### src/rtl/mips_pkg.sv
// ---------------------------------------------------------------------------
// mips_pkg
//   Shared definitions for the MIPS instruction-fetch front end.
//   - ADDR_W_DEF / DATA_W_DEF : default PC and instruction widths
//   - NOP_INSTR               : encoding driven on the instruction output when
//                               the queue head is not valid
//   - fetch_entry_t           : one queue entry {instr, pc_plus4} at the
//                               default widths
//   - fetch_cnt_w()           : width of an occupancy counter for a depth
// ---------------------------------------------------------------------------
package mips_pkg;

  localparam int ADDR_W_DEF = 32;
  localparam int DATA_W_DEF = 32;

  localparam logic [31:0] NOP_INSTR = 32'h0000_0000;

  typedef struct packed {
    logic [DATA_W_DEF-1:0] instr;
    logic [ADDR_W_DEF-1:0] pc_plus4;
  } fetch_entry_t;

  // Counter must be able to hold the value DEPTH itself, not just DEPTH-1.
  function automatic int fetch_cnt_w(input int depth);
    return $clog2(depth + 1);
  endfunction

endpackage

### src/rtl/fetch_fifo.sv
// ---------------------------------------------------------------------------
// fetch_fifo
//   Generic synchronous FIFO with a synchronous flush. Storage is a plain
//   array; the head entry is read combinationally from rd_ptr so the data
//   outputs come straight from storage registers.
//
//   Ports
//     clk          rising-edge clock
//     reset        synchronous active-high reset (empties the FIFO)
//     flush_i      synchronous flush, overrides push and pop
//     push_i       write push_data_i at the tail
//     push_data_i  entry to write
//     pop_i        discard the head entry
//     valid_o      head entry is valid (FIFO not empty)
//     pop_data_o   head entry, forced to zero when empty
//     count_o      current occupancy, 0..DEPTH
// ---------------------------------------------------------------------------
module fetch_fifo
  import mips_pkg::*;
#(
  parameter int DEPTH = 4,
  parameter int WIDTH = 64
) (
  input  logic                             clk,
  input  logic                             reset,
  input  logic                             flush_i,
  input  logic                             push_i,
  input  logic [WIDTH-1:0]                 push_data_i,
  input  logic                             pop_i,
  output logic                             valid_o,
  output logic [WIDTH-1:0]                 pop_data_o,
  output logic [fetch_cnt_w(DEPTH)-1:0]    count_o
);

  localparam int PTR_W = $clog2(DEPTH);
  localparam int CNT_W = fetch_cnt_w(DEPTH);

  logic [WIDTH-1:0] mem_q [DEPTH];

  logic [PTR_W-1:0] rd_ptr_q, rd_ptr_d;
  logic [PTR_W-1:0] wr_ptr_q, wr_ptr_d;
  logic [CNT_W-1:0] count_q,  count_d;

  logic wr_en;
  logic rd_en;

  // A flush cancels whatever else happens this cycle.
  assign wr_en = push_i & ~flush_i;
  assign rd_en = pop_i  & ~flush_i & (count_q != '0);

  always_comb begin
    rd_ptr_d = rd_ptr_q;
    wr_ptr_d = wr_ptr_q;
    count_d  = count_q;
    if (flush_i) begin
      rd_ptr_d = '0;
      wr_ptr_d = '0;
      count_d  = '0;
    end else begin
      // DEPTH is a power of two, so pointer wrap is natural overflow.
      if (wr_en) wr_ptr_d = wr_ptr_q + PTR_W'(1);
      if (rd_en) rd_ptr_d = rd_ptr_q + PTR_W'(1);
      case ({wr_en, rd_en})
        2'b10:   count_d = count_q + CNT_W'(1);
        2'b01:   count_d = count_q - CNT_W'(1);
        default: count_d = count_q;
      endcase
    end
  end

  always_ff @(posedge clk) begin
    if (reset) begin
      rd_ptr_q <= '0;
      wr_ptr_q <= '0;
      count_q  <= '0;
    end else begin
      rd_ptr_q <= rd_ptr_d;
      wr_ptr_q <= wr_ptr_d;
      count_q  <= count_d;
    end
  end

  // Storage carries no reset; stale contents are masked by valid_o.
  always_ff @(posedge clk) begin
    if (wr_en) begin
      mem_q[wr_ptr_q] <= push_data_i;
    end
  end

  assign valid_o    = (count_q != '0);
  assign pop_data_o = valid_o ? mem_q[rd_ptr_q] : '0;
  assign count_o    = count_q;

endmodule

### src/rtl/fetch_queue.sv
// ---------------------------------------------------------------------------
// fetch_queue
//   Instruction-fetch front end for the 5-stage MIPS pipeline. Holds the
//   fetch PC, issues reads to a one-cycle-latency instruction memory, and
//   buffers returned words in a DEPTH-entry queue that feeds IF/ID. A credit
//   rule keeps requests in flight from ever overflowing the queue; a taken
//   branch flushes the queue, drops any returning word and redirects fetch.
//
//   Ports
//     clk           rising-edge clock
//     reset         synchronous active-high reset
//     imem_req      instruction-memory read request this cycle
//     imem_addr     read address (always the current fetch PC)
//     imem_rdata    read data, valid the cycle after imem_req
//     out_valid     queue head valid
//     out_ready     IF/ID accepts the head (not held)
//     out_instr     head instruction (NOP when out_valid = 0)
//     out_pc_plus4  head PC + 4 (zero when out_valid = 0)
//     redirect      taken branch from ID
//     redirect_pc   branch target
//     count         current queue occupancy
// ---------------------------------------------------------------------------
module fetch_queue
  import mips_pkg::*;
#(
  parameter int                 ADDR_W   = ADDR_W_DEF,
  parameter int                 DATA_W   = DATA_W_DEF,
  parameter int                 DEPTH    = 4,
  parameter logic [ADDR_W-1:0]  RESET_PC = '0
) (
  input  logic                           clk,
  input  logic                           reset,
  output logic                           imem_req,
  output logic [ADDR_W-1:0]              imem_addr,
  input  logic [DATA_W-1:0]              imem_rdata,
  output logic                           out_valid,
  input  logic                           out_ready,
  output logic [DATA_W-1:0]              out_instr,
  output logic [ADDR_W-1:0]              out_pc_plus4,
  input  logic                           redirect,
  input  logic [ADDR_W-1:0]              redirect_pc,
  output logic [fetch_cnt_w(DEPTH)-1:0]  count
);

  localparam int CNT_W   = fetch_cnt_w(DEPTH);
  localparam int CRED_W  = CNT_W + 1;
  localparam int ENTRY_W = DATA_W + ADDR_W;

  logic [ADDR_W-1:0] fetch_pc_q, fetch_pc_d;
  logic [ADDR_W-1:0] tag_q,      tag_d;
  logic              inflight_q, inflight_d;

  logic [ADDR_W-1:0]  pc_plus4;
  logic [CRED_W-1:0]  occupancy;
  logic [CRED_W-1:0]  limit;
  logic               issue;
  logic               pop;
  logic               push;

  logic [ENTRY_W-1:0] push_entry;
  logic [ENTRY_W-1:0] head_entry;
  logic               head_valid;
  logic [CNT_W-1:0]   fifo_count;

  // A branch in ID means the head belongs to the wrong path: never hand it on.
  assign pop = head_valid & out_ready & ~redirect;

  // Credit rule: entries held plus words still returning must leave room,
  // counting the slot freed by a pop this cycle. One extra bit keeps
  // DEPTH + 1 representable.
  assign occupancy = CRED_W'(fifo_count) + CRED_W'(inflight_q);
  assign limit     = CRED_W'(DEPTH) + CRED_W'(pop);
  assign issue     = ~reset & ~redirect & (occupancy < limit);

  assign pc_plus4 = fetch_pc_q + ADDR_W'(4);

  // A response arriving alongside a redirect is from the old path; drop it.
  assign push       = inflight_q & ~redirect;
  assign push_entry = {imem_rdata, tag_q};

  always_comb begin
    fetch_pc_d = fetch_pc_q;
    tag_d      = tag_q;
    inflight_d = issue;
    if (redirect) begin
      fetch_pc_d = redirect_pc;
    end else if (issue) begin
      fetch_pc_d = pc_plus4;
      tag_d      = pc_plus4;
    end
  end

  always_ff @(posedge clk) begin
    if (reset) begin
      fetch_pc_q <= RESET_PC;
      tag_q      <= '0;
      inflight_q <= 1'b0;
    end else begin
      fetch_pc_q <= fetch_pc_d;
      tag_q      <= tag_d;
      inflight_q <= inflight_d;
    end
  end

  fetch_fifo #(
    .DEPTH (DEPTH),
    .WIDTH (ENTRY_W)
  ) u_fifo (
    .clk         (clk),
    .reset       (reset),
    .flush_i     (redirect),
    .push_i      (push),
    .push_data_i (push_entry),
    .pop_i       (pop),
    .valid_o     (head_valid),
    .pop_data_o  (head_entry),
    .count_o     (fifo_count)
  );

  assign imem_req     = issue;
  assign imem_addr    = fetch_pc_q;
  assign out_valid    = head_valid;
  assign out_instr    = head_valid ? head_entry[ADDR_W +: DATA_W] : DATA_W'(NOP_INSTR);
  assign out_pc_plus4 = head_entry[ADDR_W-1:0];
  assign count        = fifo_count;

endmodule

### config.mk
export PLATFORM = sky130hd
export DESIGN_NAME = fetch_queue
export DESIGN_NICKNAME = d
export VERILOG_FILES = /design/src/rtl/mips_pkg.sv /design/src/rtl/fetch_fifo.sv /design/src/rtl/fetch_queue.sv
export SDC_FILE = /design/constraint.sdc
export NUM_CORES = 1
export LEC_CHECK = 0
export ABC_AREA = 0
export BUFFER_PORTS_ARGS = -buffer_cell sky130_fd_sc_hd__buf_2
export CAP_MARGIN = 20
export CORE_ASPECT_RATIO = 1.2
export CORE_UTILIZATION = 35
export DETAILED_ROUTE_END_ITERATION = 12
export PLACE_DENSITY = 0.62
export SETUP_SLACK_MARGIN = 0.05
export SYNTH_ARGS = -nofsm -noshare
export SYNTH_HDL_FRONTEND = slang
export SYNTH_HIERARCHICAL = 1
export SYNTH_SLANG_ARGS = --single-unit
### constraint.sdc
create_clock -name clk -period 4.2 [get_ports clk]
set_clock_uncertainty 0.05 [all_clocks]
set_input_delay 0.63 -clock clk [delete_from_list [all_inputs] [get_ports clk]]
set_output_delay 0.63 -clock clk [all_outputs]
set_load 0.01 [all_outputs]
==> impl_summary.log <==
INFO  metric dieHeight = around 220 um
INFO  metric drt_drc_violations_left = 0
INFO  metric die_width = 183 um
INFO  metric timing.critical_path.arrival = 2.60 ns
INFO  metric final_min_period_over_clock_period = 78.1%
INFO  metric design.die.area = 40300 um^2
INFO  metric drv_cap = 0
INFO  metric clkSlewWorstSetupHoldPaths = approximately 0.06 ns
INFO  metric cts_tree = yes
INFO  metric finalWorstPathRequiredPeriod = 3.28 ns
INFO  metric post_cts_buffers = 0
INFO  metric hpwl = 19500 um
INFO  metric synth_edf_count = around 260
INFO  metric critical_path_peak_fanout = 24
INFO  metric syn_inst = 883
INFO  metric synth_async_sr_flop_share = 0%
INFO  metric htreeDepth = 2
INFO  metric worstMarginPinSlew = about 1.0 ns
INFO  metric p_per_area = 426 nW/um^2
INFO  metric postRouteAntennaNets = 0
INFO  metric ctsRootBufferMaster = sky130_fd_sc_hd__clkbuf_16
INFO  metric power_report.internal_total = 5.48 mW
INFO  metric power_switching_share = between 20% and 30%
INFO  metric grt_first_pass_wirelength = 46200 um
INFO  metric grt.total_usage = roughly 15%
INFO  metric synth_cell_types = 56
INFO  metric p_comb_share = ~3.6%
INFO  metric wl_per_cell = 18.9 um
INFO  metric holdCritPathClass = input pin to register
INFO  metric first_global_vias = approximately 7800
INFO  metric fin_tns_setup = 0 ns
INFO  metric drt_iter0_drc = 380
INFO  metric post_route_cells_drive_above_1_share = approximately 30%
INFO  metric syn_to_final_growth = 17.7%
INFO  metric synth.yosys.warnings = 6
INFO  metric fillerInstances = 3565
INFO  metric grt_overflow_total = 0
INFO  metric total_number_of_clock_tree_sinks = 330
INFO  metric detailedRoute.firstPassIterationCount = 6
INFO  metric initial_standard_cell_utilization_of_the_core = a little over a third
INFO  metric syn_nets = 960
INFO  metric clockBufferDepth = 3
INFO  metric netlist_area = between 10000 and 15000 um^2
INFO  metric critPathRequiredTime = around 3.5 ns
INFO  metric cts_inserted_buffers = 35
INFO  metric grt_antenna_before_repair = 0
INFO  metric core-area = 38800 um^2
INFO  metric ios = 169
INFO  metric clock_insertion_delay_worst_skew = just over 0.5 ns
INFO  metric finalMaxSlewViolations = 0
INFO  metric dp_worst_setup_slack = 1.37 ns
INFO  metric power.ir.vdd_worst = 0.243 mV
INFO  metric ys_ff_latch = 330
INFO  metric outcome = finished, final reports clean
INFO  metric max_clock_freq = about 300 MHz
INFO  metric wirelength = 30200 um
INFO  metric clock_power_share = 43.8%
INFO  metric synth.largest_area_cell = sky130_fd_sc_hd__edfxtp_1
INFO  metric ys_top_cells_by_area = sky130_fd_sc_hd__edfxtp_1, sky130_fd_sc_hd__dfxtp_1, sky130_fd_sc_hd__mux4_2, sky130_fd_sc_hd__and2_1, sky130_fd_sc_hd__a211oi_1
INFO  metric slew-limit-headroom = 31.3%
INFO  metric grt_max_degree = 67
INFO  metric vias_per_cell = 4.91
INFO  metric port_buffers = 168
INFO  metric rsz0062_at_grt = no
INFO  metric vias = between 7000 and 8000
INFO  metric setup.worst_path.end_class = output pin
INFO  metric cts_hold_buffers_added = 0
INFO  metric leakagePower = about 5.7 nW
INFO  metric yosysSeqAreaShare = 66.3%
INFO  metric synth.top_cell.area_share = 55.6%
INFO  metric timing.final.hold_violations = 0
INFO  metric netSwitchingPower = 1.45 mW
INFO  metric fin_worst_setup_slack = 0.919 ns
INFO  metric avgSynthCellArea = 15.7 um^2
INFO  metric finalSetupViolCount = 0
INFO  metric synth_top_flop_cell = sky130_fd_sc_hd__edfxtp_1
INFO  metric routabilityCongestion = 0.758
INFO  metric antenna_cells_inserted = 0
INFO  metric final_nets = ~1100
INFO  metric num_rows = slightly below 80
INFO  metric worstSetupStartpointType = register
INFO  metric count_of_instances_resized_after_the_clock_tree_is_built = 0
INFO  metric sequentialPowerShare = about 53%
INFO  metric setup.worst_path.class = register to output pin
## worst max-delay path: stages, from the launching register on
cell	delay [ns]
sky130_fd_sc_hd__dfxtp_4	0.68
sky130_fd_sc_hd__buf_4	0.42
sky130_fd_sc_hd__mux4_2	0.54
sky130_fd_sc_hd__and2_1	0.17
sky130_fd_sc_hd__and2_1	0.14
sky130_fd_sc_hd__buf_2	0.13
## area by class of cell
class                           instances  area (um^2)  area share, %
Tap cell                              526          658           4.04
Inverter                               16         60.1          0.369
Multi-Input combinational cell        479         4260           26.1
Clock buffer                           42          912           5.60
Timing Repair Buffer                  185         1010           6.18
Clock inverter                         20          211           1.30
Sequential cell                       330         9180           56.4
## cells in the final DEF (no fill, tap or decap), types with 5 or more instances in the layout
cell type                   instances
sky130_fd_sc_hd__buf_4             14
sky130_fd_sc_hd__a21oi_1            6
sky130_fd_sc_hd__mux2i_1            6
sky130_fd_sc_hd__nor4_1             5
sky130_fd_sc_hd__dfxtp_1           72
sky130_fd_sc_hd__clkbuf_1           6
sky130_fd_sc_hd__ha_1               8
sky130_fd_sc_hd__mux4_2            60
sky130_fd_sc_hd__inv_1             15
sky130_fd_sc_hd__o21ai_0            5
sky130_fd_sc_hd__nor3_1             5
sky130_fd_sc_hd__nand2_1           14
sky130_fd_sc_hd__clkbuf_16         35
sky130_fd_sc_hd__xor2_1            34
sky130_fd_sc_hd__nand3_1           18
sky130_fd_sc_hd__a211oi_1          48
sky130_fd_sc_hd__edfxtp_1         256
sky130_fd_sc_hd__buf_2            168
sky130_fd_sc_hd__clkinv_1           6
sky130_fd_sc_hd__nor2_1            76
sky130_fd_sc_hd__xnor2_1           18
sky130_fd_sc_hd__and3_1             9
sky130_fd_sc_hd__nand4_1           10
sky130_fd_sc_hd__and2_1            97
## final timing paths
| check | startpoint | end | slack [ns] | cells after the start |
|---|---|---|---|---|
| setup / recovery | register | out_instr[17] | 0.92 | 5 |
| hold / removal | imem_rdata[27] | u_fifo/mem_q[3][59] | 0.29 | 1 |
| setup reg to reg | u_fifo/count_o[1] | imem_addr[27] | 1.41 | 6 |
| hold reg to reg | tag_q[12] | u_fifo/mem_q[0][12] | 0.46 | 0 |
## layer usage
layer	global-route usage (%)	wire, um	up-vias
met3	2.89	1480	44
met2	24.8	14500	202
met5	0	0	-
met1	20.3	13500	3911
met4	4.64	649	0
li1	-	-	3683
## synthesized netlist by cell type (8+ instances only)
| cell type | number |
|---|---|
| sky130_fd_sc_hd__dfxtp_1 | 74 |
| sky130_fd_sc_hd__mux4_2 | 60 |
| sky130_fd_sc_hd__a211oi_1 | 48 |
| sky130_fd_sc_hd__inv_1 | 15 |
| sky130_fd_sc_hd__ha_1 | 8 |
| sky130_fd_sc_hd__nand3_1 | 18 |
| sky130_fd_sc_hd__and2_1 | 101 |
| sky130_fd_sc_hd__nand4_1 | 10 |
| sky130_fd_sc_hd__and3_1 | 9 |
| sky130_fd_sc_hd__edfxtp_1 | 256 |
| sky130_fd_sc_hd__nand2_1 | 14 |
| sky130_fd_sc_hd__nor2_1 | 76 |
| sky130_fd_sc_hd__buf_2 | 12 |
| sky130_fd_sc_hd__xor2_1 | 34 |
| sky130_fd_sc_hd__clkbuf_1 | 32 |
| sky130_fd_sc_hd__xnor2_1 | 18 |
## flip-flops by register name (all words and copies together) (netlist names), named ones only
| signal | flops |
|---|---|
| u_fifo/wr_ptr_q | 2 |
| u_fifo/count_o | 3 |
| tag_q | 32 |
| imem_addr | 32 |
| inflight_q | 1 |
| u_fifo/rd_ptr_q | 2 |
| u_fifo/mem_q | 256 |
## power groups by stage
stage | sequential, mW | clock [mW] | combinational [mW]
after floorplan | 3.70 | 0 | 0.140
after global placement | 3.71 | 0 | 0.251
after detailed placement | 3.71 | 0 | 0.256
after CTS | 3.64 | 3.13 | 0.257
after global routing | 3.65 | 3.25 | 0.280
final | 3.64 | 3.03 | 0.252
## through the flow
stage | instances | area [um^2] | hold slack (ns) | power (mW) | utilization [%]
3_5_place_dp | 1536 | 15200 | 0.449 | 3.97 | 39.0
4_1_cts | 1598 | 16300 | 0.253 | 7.03 | 41.9
6_report | 1598 | 16300 | 0.290 | 6.93 | 41.9
3_3_place_gp | 1536 | 15200 | 0.430 | 3.96 | 39.0
5_1_grt | 1598 | 16300 | 0.267 | 7.17 | 41.9
2_1_floorplan | 883 | 13800 | 0.409 | 3.84 | -
## logic make-up after synthesis
family	share of synthesized area (%)
multiplexers	11.0
AND/OR/NAND/NOR	11.0
buffers and inverters	3.02
AO/OA/AOI/OAI	4.52
XOR/XNOR	3.29
adder cells (fa/ha/maj)	0.868
flip-flops	66.3
Note: power is estimated with default switching activity, not from simulation.
